### src/rtl/pwm_multi_channel.sv
// Multi-channel PWM generator: one shared period counter (edge- or center-aligned),
// per-channel duty compare, and double-buffered period/duty/mode swapped only at a period boundary or while idle.
module pwm_multi_channel #(
    parameter int WIDTH    = 8,
    parameter int CHANNELS = 4
) (
    input  logic                      clk,
    input  logic                      rst_n,
    input  logic                      i_ce,
    input  logic                      i_enable,
    input  logic                      i_load,
    input  logic [WIDTH-1:0]          i_period,
    input  logic [CHANNELS*WIDTH-1:0] i_duty,
    input  logic                      i_mode,
    output logic [CHANNELS-1:0]       o_pwm,
    output logic                      o_period_end,
    output logic                      o_load_pending
);

    typedef enum logic [1:0] {IDLE, UP, DOWN} state_t;

    localparam logic [WIDTH-1:0] ONE = WIDTH'(1);

    state_t                    state;
    logic [WIDTH-1:0]          cnt;
    logic [WIDTH-1:0]          period;
    logic [WIDTH-1:0]          shadow_period;
    logic [CHANNELS*WIDTH-1:0] duty;
    logic [CHANNELS*WIDTH-1:0] shadow_duty;
    logic                      mode;
    logic                      shadow_mode;
    logic                      pending;
    logic                      restart;
    logic                      boundary;
    logic                      turn_down;
    logic                      apply;
    logic [CHANNELS-1:0]       hit;

    // A boundary is the enabled tick that returns the counter to 0 in UP; center mode
    // with P=0 degenerates to a boundary on every tick.
    always_comb begin
        boundary  = 1'b0;
        turn_down = 1'b0;
        if (i_enable && i_ce) begin
            case (state)
                UP: begin
                    if (!mode) begin
                        boundary = (cnt >= period);
                    end else if (period == '0) begin
                        boundary = 1'b1;
                    end else begin
                        turn_down = (cnt >= period - ONE);
                    end
                end
                DOWN:    boundary = (cnt <= ONE);
                default: ;
            endcase
        end
    end

    assign apply = (state == IDLE) || boundary;

    always_comb begin
        hit = '0;
        for (int k = 0; k < CHANNELS; k++) begin
            case (state)
                UP:      hit[k] = (cnt <  duty[k*WIDTH +: WIDTH]);
                DOWN:    hit[k] = (cnt <= duty[k*WIDTH +: WIDTH]);
                default: hit[k] = 1'b0;
            endcase
        end
    end

    // restart delays the boundary by one clk so o_period_end lines up with the
    // first registered compare of the new period.
    always_ff @(posedge clk) begin
        if (!rst_n) begin
            state          <= IDLE;
            cnt            <= '0;
            period         <= '0;
            duty           <= '0;
            mode           <= 1'b0;
            shadow_period  <= '0;
            shadow_duty    <= '0;
            shadow_mode    <= 1'b0;
            pending        <= 1'b0;
            restart        <= 1'b0;
            o_pwm          <= '0;
            o_period_end   <= 1'b0;
            o_load_pending <= 1'b0;
        end else begin
            o_pwm        <= hit;
            restart      <= boundary;
            o_period_end <= restart;

            if (apply) begin
                if (i_load) begin
                    period <= i_period;
                    duty   <= i_duty;
                    mode   <= i_mode;
                end else if (pending) begin
                    period <= shadow_period;
                    duty   <= shadow_duty;
                    mode   <= shadow_mode;
                end
                pending        <= 1'b0;
                o_load_pending <= 1'b0;
            end else if (i_load) begin
                shadow_period  <= i_period;
                shadow_duty    <= i_duty;
                shadow_mode    <= i_mode;
                pending        <= 1'b1;
                o_load_pending <= 1'b1;
            end

            if (!i_enable) begin
                state <= IDLE;
                cnt   <= '0;
            end else begin
                case (state)
                    IDLE: begin
                        state <= UP;
                        cnt   <= '0;
                    end
                    UP: begin
                        if (boundary) begin
                            cnt <= '0;
                        end else if (turn_down) begin
                            state <= DOWN;
                            cnt   <= period;
                        end else if (i_ce) begin
                            cnt <= cnt + ONE;
                        end
                    end
                    DOWN: begin
                        if (boundary) begin
                            state <= UP;
                            cnt   <= '0;
                        end else if (i_ce) begin
                            cnt <= cnt - ONE;
                        end
                    end
                    default: begin
                        state <= IDLE;
                        cnt   <= '0;
                    end
                endcase
            end
        end
    end

endmodule

### config.mk
export PLATFORM = sky130hd
export DESIGN_NAME = pwm_multi_channel
export DESIGN_NICKNAME = d
export VERILOG_FILES = /design/src/rtl/pwm_multi_channel.sv
export SDC_FILE = /design/constraint.sdc
export NUM_CORES = 1
export LEC_CHECK = 0
export ABC_AREA = 1
export ABC_CLOCK_PERIOD_IN_PS = 2400
export BUFFER_PORTS_ARGS = -buffer_cell sky130_fd_sc_hd__buf_2
export CORE_AREA = 4 4 109 111
export CTS_BUF_LIST = sky130_fd_sc_hd__clkbuf_2 sky130_fd_sc_hd__clkbuf_4 sky130_fd_sc_hd__clkbuf_8
export DETAILED_ROUTE_END_ITERATION = 10
export DIE_AREA = 0 0 113 115
export PLACE_DENSITY = 0.84
export SLEW_MARGIN = 25
export SYNTH_ARGS = -nofsm -noshare
export SYNTH_HDL_FRONTEND = slang
export SYNTH_SLANG_ARGS = --single-unit
### constraint.sdc
create_clock -name clk -period 2.4 [get_ports clk]
set_input_delay 0.48 -clock clk [delete_from_list [all_inputs] [get_ports clk]]
set_output_delay 0.48 -clock clk [all_outputs]
set_load 0.01 [all_outputs]
==> metrics.cfg, run 1 <==
[floorplan]
dieArea_sq_um=13000
core-area_sq_um=10800
initial_utilization_pct=55.8
die_y_um=115
die_width_um=113
num_io_pins=52
num_rows=38

[global_route]
grt.total_usage_pct=22.6
antenna_found_initial=0
grt_pass1_vias=5221
grt_overflow_total=0
grt_pass1_wl_mm=23.9
grt_max_degree=47

[critical_path]
ff2ff_path_depth=18
worstPathArrival_ns=2.77
end_kind=flop
path_class=reg -> reg
required_ns=2.69
cp_max_fo=8
timing.rr.end=duty[22]$_SDFFE_PN0P_
r2r_start=period[2]$_SDFFE_PN0P_
cp-start-kind=flop
rrSetupSlack_ns=-0.08

[cells_and_area]
fin_nets=1098
drive_above_1_share_pct=18.2
antenna_cells=0
n_fill_cell=764
area_growth_syn_to_layout_pct=23.0

[logic_synthesis]
synth_ff_type=dfxtp_1
synth_top_area_share_pct=32.9
synth_seq_area_share_pct=32.9
syn_area_per_cell_sq_um=6.57
synth_top_area_cell=dfxtp_1
yosys-top-cells-count=243 x nand2_1, 139 x nor2_1, 116 x inv_1, 99 x dfxtp_1, 92 x o21ai_0
syn_nets=1019
synth_edf_count=0
synth_compound_area_share_pct=12.4
synthSimpleGateAreaFrac_pct=30.1
ys_seq_elements=99
ys_top_cells_by_area=dfxtp_1 33%, nand2_1 15%, ha_1 12%
syn_area_sq_um=6020
synth_most_common_cell=nand2_1
synth_xor_area_share_pct=2.18
synthMuxAreaShare_pct=0
synth-adder-area-share_pct=11.6
syn_inst=917
yosys_warnings=0
async_flop_share_pct=0
synth_top_family_by_area=simple AND/OR/NAND/NOR gates
synth_cell_types=30

[drt]
first_pass_iters=8
via_per_inst=5.45
drc=0
dr_total_vias=6217
wl_per_cell_um=15.5
drt-total-wl_mm=17.6
ant_nets=0
first_iter_violations=718

[clock_tree]
ctsHoldBuffers=0
clk_pin_slew_ns=0.11
clk_path_buf_depth=2
clkSinkCount=99
cts_root_buf=clkbuf_8
cts_tree=yes
ctsHtreeMaxLevel=3
cts_buffers=9
clk_latency_ns=0.39

[timing]
setup_viol=29
hold_violations=0
worstMarginPinSlew_ns=0.752
worst_slack_ns=-0.0808
slew_violations=0
fmax_mhz=403
finalCriticalPeriod_ns=2.48
rsz0062_at_grt=true
relSlewSlack_pct=49.7
holdWs_ns=0.349
min_period_over_period_pct=103
clock_skew_ns=0.0184

[pwr]
intPower_w=0.00279
power.share.clock_pct=31.6
power.switching_w=0.00120
p_leak_nw=3.78
switching_share_pct=30.0
total_power_w=0.00399
comb_power_share_pct=23.8
ir_drop_v=0.000418
power_frac_seq_pct=44.6
pwr_density_cell_nw_per_um2=539

[run_status]
violations=negative setup slack
run_status=finished, violations left

[worst_hold_path]
worstHoldStart=i_duty[17]
hold_end=shadow_duty[17]$_SDFFE_PN0P_
hold_path_class=in -> reg
hold_depth=3

[place]
place.gp.congestion=0.900
io_buffers=51
dpl.hpwl_mm=10.2

[job]
drv_cap=0

[worst max-delay path, stage by stage, from the launching register on]
cell       delay, ns
dfxtp_2         0.37
buf_4           0.14
inv_2           0.06
ha_1            0.27
nand2_1         0.09
nor2_1          0.06
nor2_1          0.16
nand2_2         0.09
nand2_2         0.06
nand2_2         0.05
nand2_2         0.08
nand2_2         0.07
nand2_4         0.12
nand2_4         0.08
o21ai_4         0.23
clkbuf_16       0.27
nand2_1         0.07
nand2_1         0.07
nor2_1          0.04
[cells in the final DEF, fill, tap and decap left out, drive strengths merged, types with 3 or more instances in the layout]
cell	instances
nor3	13
clkbuf	23
ha	56
dfxtp	99
nand3	28
nor2	149
o21bai	3
nand2	247
nand3b	4
inv	119
xnor2	3
nand4	7
buf	96
a21o	3
xor2	12
o211ai	3
o21ai	94
a21oi	33
[metal layers]
layer	vias to the layer above	GRT usage [%]	routed length, um
met5	-	0	0
met3	95	5.16	1520
li1	3033	-	-
met1	2775	29.7	7100
met2	314	35.5	8150
met4	0	10.5	862
[logic make-up after synthesis]
kind of cell,Yosys count
and+or+nand+nor,446
buffers and inverters,161
AOI/OAI and AO/OA,140
DFF,99
adders and majority gates,56
xor gates and xnor gates,15
[sequential cells by signal (all words and copies together), names as in the netlist]
register       flops
restart            1
shadow_mode        1
o_pwm              4
state              2
mode               1
period             8
pending            1
o_period_end       1
shadow_duty       32
shadow_period      8
duty              32
cnt                8
[worst max path at each step]
stage	cells past startpoint	startpoint	slack, ns	to
3_5_place_dp	15	period[0]$_SDFFE_PN0P_	-0.09	cnt[6]$_SDFFE_PN0P_
2_1_floorplan	16	period[0]$_SDFFE_PN0P_	0.02	cnt[6]$_SDFFE_PN0P_
4_1_cts	17	period[1]$_SDFFE_PN0P_	0.02	cnt[1]$_SDFFE_PN0P_
6_report	18	period[2]$_SDFFE_PN0P_	-0.08	duty[22]$_SDFFE_PN0P_
3_3_place_gp	15	period[0]$_SDFFE_PN0P_	-0.01	cnt[6]$_SDFFE_PN0P_
5_1_grt	17	period[1]$_SDFFE_PN0P_	-0.23	cnt[2]$_SDFFE_PN0P_
[final cells by class]
| type | instances | area [sq um] | share of cell area [%] |
|---|---|---|---|
| Clock inverter | 4 | 72.6 | 0.979 |
| Timing Repair Buffer | 107 | 971 | 13.1 |
| Multi-Input combinational cell | 660 | 3590 | 48.5 |
| Inverter | 119 | 452 | 6.09 |
| Clock buffer | 12 | 159 | 2.14 |
| Sequential cell | 99 | 1990 | 26.8 |
| Tap cell | 140 | 175 | 2.36 |
[per-stage QoR]
stage	cell area [sq um]	setup TNS, ns	worst slack, ns	util [%]	std cells
3_5_place_dp	6600	-0.495	-0.0928	61.2	1102
5_1_grt	7410	-8.02	-0.229	68.7	1141
4_1_cts	6850	0	0.0245	63.5	1118
6_report	7410	-1.24	-0.0808	68.7	1141
2_1_floorplan	6030	0	0.0173	-	917
3_3_place_gp	6600	-0.0124	-0.0124	61.2	1102
[repair_timing]
item                       in CTS  in global routing
gates resized for setup         5                 63
pin swaps                       0                 27
setup endpoints to repair      10                 91
setup buffers                   0                  7
cloned                          0                 16
[power groups by stage]
stage | Combinational (W) | Clock (W) | Sequential (W)
after floorplan | 0.000525 | 0 | 0.00181
after global placement | 0.000720 | 0 | 0.00181
after detailed placement | 0.000738 | 0 | 0.00181
after CTS | 0.000757 | 0.00125 | 0.00177
after global routing | 0.00105 | 0.00133 | 0.00179
final | 0.000949 | 0.00126 | 0.00178
(Power assumes the default switching activity.)
==> run 2: changes to the inputs <==
--- a/config.mk
+++ b/config.mk
@@ -6,7 +6,7 @@
 export NUM_CORES = 1
 export LEC_CHECK = 0
 export ABC_AREA = 1
-export ABC_CLOCK_PERIOD_IN_PS = 2400
+export ABC_CLOCK_PERIOD_IN_PS = 2210
 export BUFFER_PORTS_ARGS = -buffer_cell sky130_fd_sc_hd__buf_2
 export CORE_AREA = 4 4 109 111
 export CTS_BUF_LIST = sky130_fd_sc_hd__clkbuf_2 sky130_fd_sc_hd__clkbuf_4 sky130_fd_sc_hd__clkbuf_8
==> constraint.sdc (replaced) <==
create_clock -name clk -period 2.21 [get_ports clk]
set_input_delay 0.442 -clock clk [delete_from_list [all_inputs] [get_ports clk]]
set_output_delay 0.442 -clock clk [all_outputs]
set_load 0.01 [all_outputs]
==> run 2 against run 1 <==
Compared with the run above:
- the flow still finishes with violations (negative setup slack)
- critical path depth unchanged
- flip-flop and latch count unchanged
- largest power group unchanged
- sequential share of layout area up 0.77 points
- worst setup slack worse by 0.16 ns
- clock power up 7%
- critical path type unchanged
- routed wire length down 5.3%
- die area unchanged
- via count down 2.9%
==> metrics.cfg, run 2 (synthesis gave the netlist of run 1 again) <==
[run_status]
run_status=finished, violations left
violations=negative setup slack

[critical_path]
worstPathArrival_ns=2.71  ; -0.06 ns
cp_max_fo=4  ; -4
cp-start-kind=flop
rrSetupSlack_ns=-0.24  ; -0.16 ns
path_class=reg -> reg
end_kind=flop
required_ns=2.47  ; -0.22 ns

[clock_tree]
clk_pin_slew_ns=0.10  ; about the same
clk_latency_ns=0.38  ; about the same
cts_buffers=9  ; unchanged
cts_tree=yes
clk_path_buf_depth=2  ; unchanged
cts_root_buf=clkbuf_8
clkSinkCount=99  ; unchanged
ctsHoldBuffers=0  ; unchanged
ctsHtreeMaxLevel=3  ; unchanged

[cells_and_area]
reg_top3=duty: 32 flops, shadow_duty: 32 flops
fin_util_pct=67.0  ; -1.7 points
fin_area_sq_um=7230  ; -2.4%
multi_input_area_sq_um=3570  ; -0.52%
fin_nets=1086  ; -1.1%
seq_area_sq_um=2000  ; +0.38%
area_growth_syn_to_layout_pct=20.1
drive_above_1_share_pct=17.7  ; -0.49 points
stdcell_count=1129  ; -1.1%
layout_commonest_cell=nand2_1
antenna_cells=0  ; unchanged
mostFrequentLayoutCells=235 x nand2_1, 133 x nor2_1, 113 x inv_1
n_fill_cell=820  ; +7.3%

[drt]
first_iter_violations=486  ; -32%
route.met3.wl_mm=1.32  ; -13%
via_per_inst=5.35  ; -1.9%
top_layer=met4
drc=0  ; unchanged
ant_nets=0  ; unchanged
first_pass_iters=5  ; -3
drt-total-wl_mm=16.7  ; -5.3%
wl_per_cell_um=14.8  ; -4.3%
wl_met2_mm=8.02  ; -1.6%
dr_total_vias=6036  ; -2.9%
wl_met1_mm=6.85  ; -3.6%

[job]
drv_cap=0  ; unchanged

[global_route]
grt.total_usage_pct=25.2  ; +2.6 points
antenna_found_initial=0  ; unchanged
grt_pass1_wl_mm=26.5  ; +11%
grt_pass1_vias=5569  ; +6.7%
grt_overflow_total=0  ; unchanged
grt_max_degree=48  ; +2.1%

[timing]
fin_setup_tns_ns=-1.72  ; -0.477 ns
worstMarginPinSlew_ns=0.638  ; -0.114 ns
hold_violations=0  ; unchanged
setup_viol=40  ; +38%
fmax_mhz=408  ; +1.1%
slew_violations=0  ; unchanged
relSlewSlack_pct=57.3  ; +7.6 points
finalCriticalPeriod_ns=2.45  ; -0.0282 ns
clock_skew_ns=0.0143  ; -0.00403 ns
rsz0062_at_grt=true
worst_slack_ns=-0.243  ; -0.162 ns
min_period_over_period_pct=111  ; +7.6 points

[pwr]
power_frac_seq_pct=45.8  ; +1.2 points
pwr_density_cell_nw_per_um2=584  ; +8.3%
p_leak_nw=3.69  ; -2.5%
intPower_w=0.00291  ; +4.2%
ir_drop_v=0.000407  ; -2.6%
power.share.clock_pct=32.0  ; +0.4 points
switching_share_pct=31.0  ; +0.96 points
comb_power_share_pct=22.2  ; -1.6 points
power.switching_w=0.00131  ; +9.0%

[floorplan]
initial_utilization_pct=55.8  ; unchanged
num_rows=38  ; unchanged
num_io_pins=52  ; unchanged
dieArea_sq_um=13000  ; unchanged
die_y_um=115  ; unchanged
die_width_um=113  ; unchanged
core-area_sq_um=10800  ; unchanged

[place]
dpl.hpwl_mm=10.1  ; -1.2%
postPlaceCellArea_sq_um=6610  ; +0.11%
place_inst=1101  ; -0.091%
place.gp.congestion=0.916  ; +1.7%
io_buffers=51  ; unchanged

[worst_hold_path]
hold_path_class=in -> reg

[run 2: changes by cell type in the layout (fill, tap and decap cells not counted), moves of 5 or more]
cell / before / now
o21ai_0: 76 / 89
o21ai_1: 14 / 1
clkbuf_16: 11 / 0
dfxtp_1: 96 / 90
dfxtp_2: 2 / 8
nand2_2: 12 / 7
[run 2: what timing repair did]
| action | in CTS | in global routing |
|---|---|---|
| pin swaps | 6 | 18 |
| setup endpoints to repair | 45 | 92 |
| gates resized for setup | 23 | 29 |
| setup buffers | 4 | 3 |
| cloned | 5 | 0 |
[run 2: metal layers]
layer | up-vias | global-route usage, %
li1 | 3001 | -
met3 | 52 | 3.89
met2 | 270 | 43.8
met5 | - | 0
met4 | 0 | 9.38
met1 | 2713 | 31.7
[run 2: cell type report]
class                           instances  area share [%]
Multi-Input combinational cell        657            49.4
Sequential cell                        99            27.6
Timing Repair Buffer                   98            11.2
Inverter                              119            6.25
Tap cell                              140            2.42
Clock buffer                            9            1.71
Clock inverter                          7            1.37
[run 2: through the flow]
step	setup slack [ns]	hold slack, ns	power, W
after floorplan	-0.0190	0.390	0.00254
after global placement	-0.000885	0.400	0.00275
after detailed placement	-0.0580	0.409	0.00278
after CTS	-0.00975	0.315	0.00415
after global routing	-0.364	0.338	0.00441
final	-0.243	0.325	0.00422
[run 2: path summary, 6_finish.rpt]
path | start | end | depth (start not counted)
worst max-delay path | period[2]$_SDFFE_PN0P_ | cnt[2]$_SDFFE_PN0P_ | 18
worst min register to register | restart$_SDFF_PN0_ | o_period_end$_SDFF_PN0_ | 2
worst max register to register | period[2]$_SDFFE_PN0P_ | cnt[2]$_SDFFE_PN0P_ | 18
worst min-delay path | i_period[3] | shadow_period[3]$_SDFFE_PN0P_ | 3
[run 2: worst max-delay path: stages (launching register included)]
cell and delay, ns:
dfxtp_2 0.35, nor2_2 0.11, nand4_1 0.18, nor3_2 0.24, xor2_1 0.17, ha_1 0.26, nand2_1 0.06, inv_1 0.04
nor2_1 0.09, o21a_1 0.13, nand2_2 0.08, buf_6 0.13, buf_4 0.14, nand3_2 0.05, nand2_1 0.05, nand3_1 0.06
nand2_1 0.07, nand2_1 0.07, a21oi_1 0.06
[run 2: power by group through the flow]
| stage | sequential (W) | combinational (W) | clock [W] |
|---|---|---|---|
| finish | 0.00193 | 0.000935 | 0.00135 |
| detailed placement | 0.00197 | 0.000807 | 0 |
| floorplan | 0.00196 | 0.000580 | 0 |
| CTS | 0.00193 | 0.000879 | 0.00134 |
| global route | 0.00194 | 0.00105 | 0.00142 |
| global placement | 0.00197 | 0.000786 | 0 |
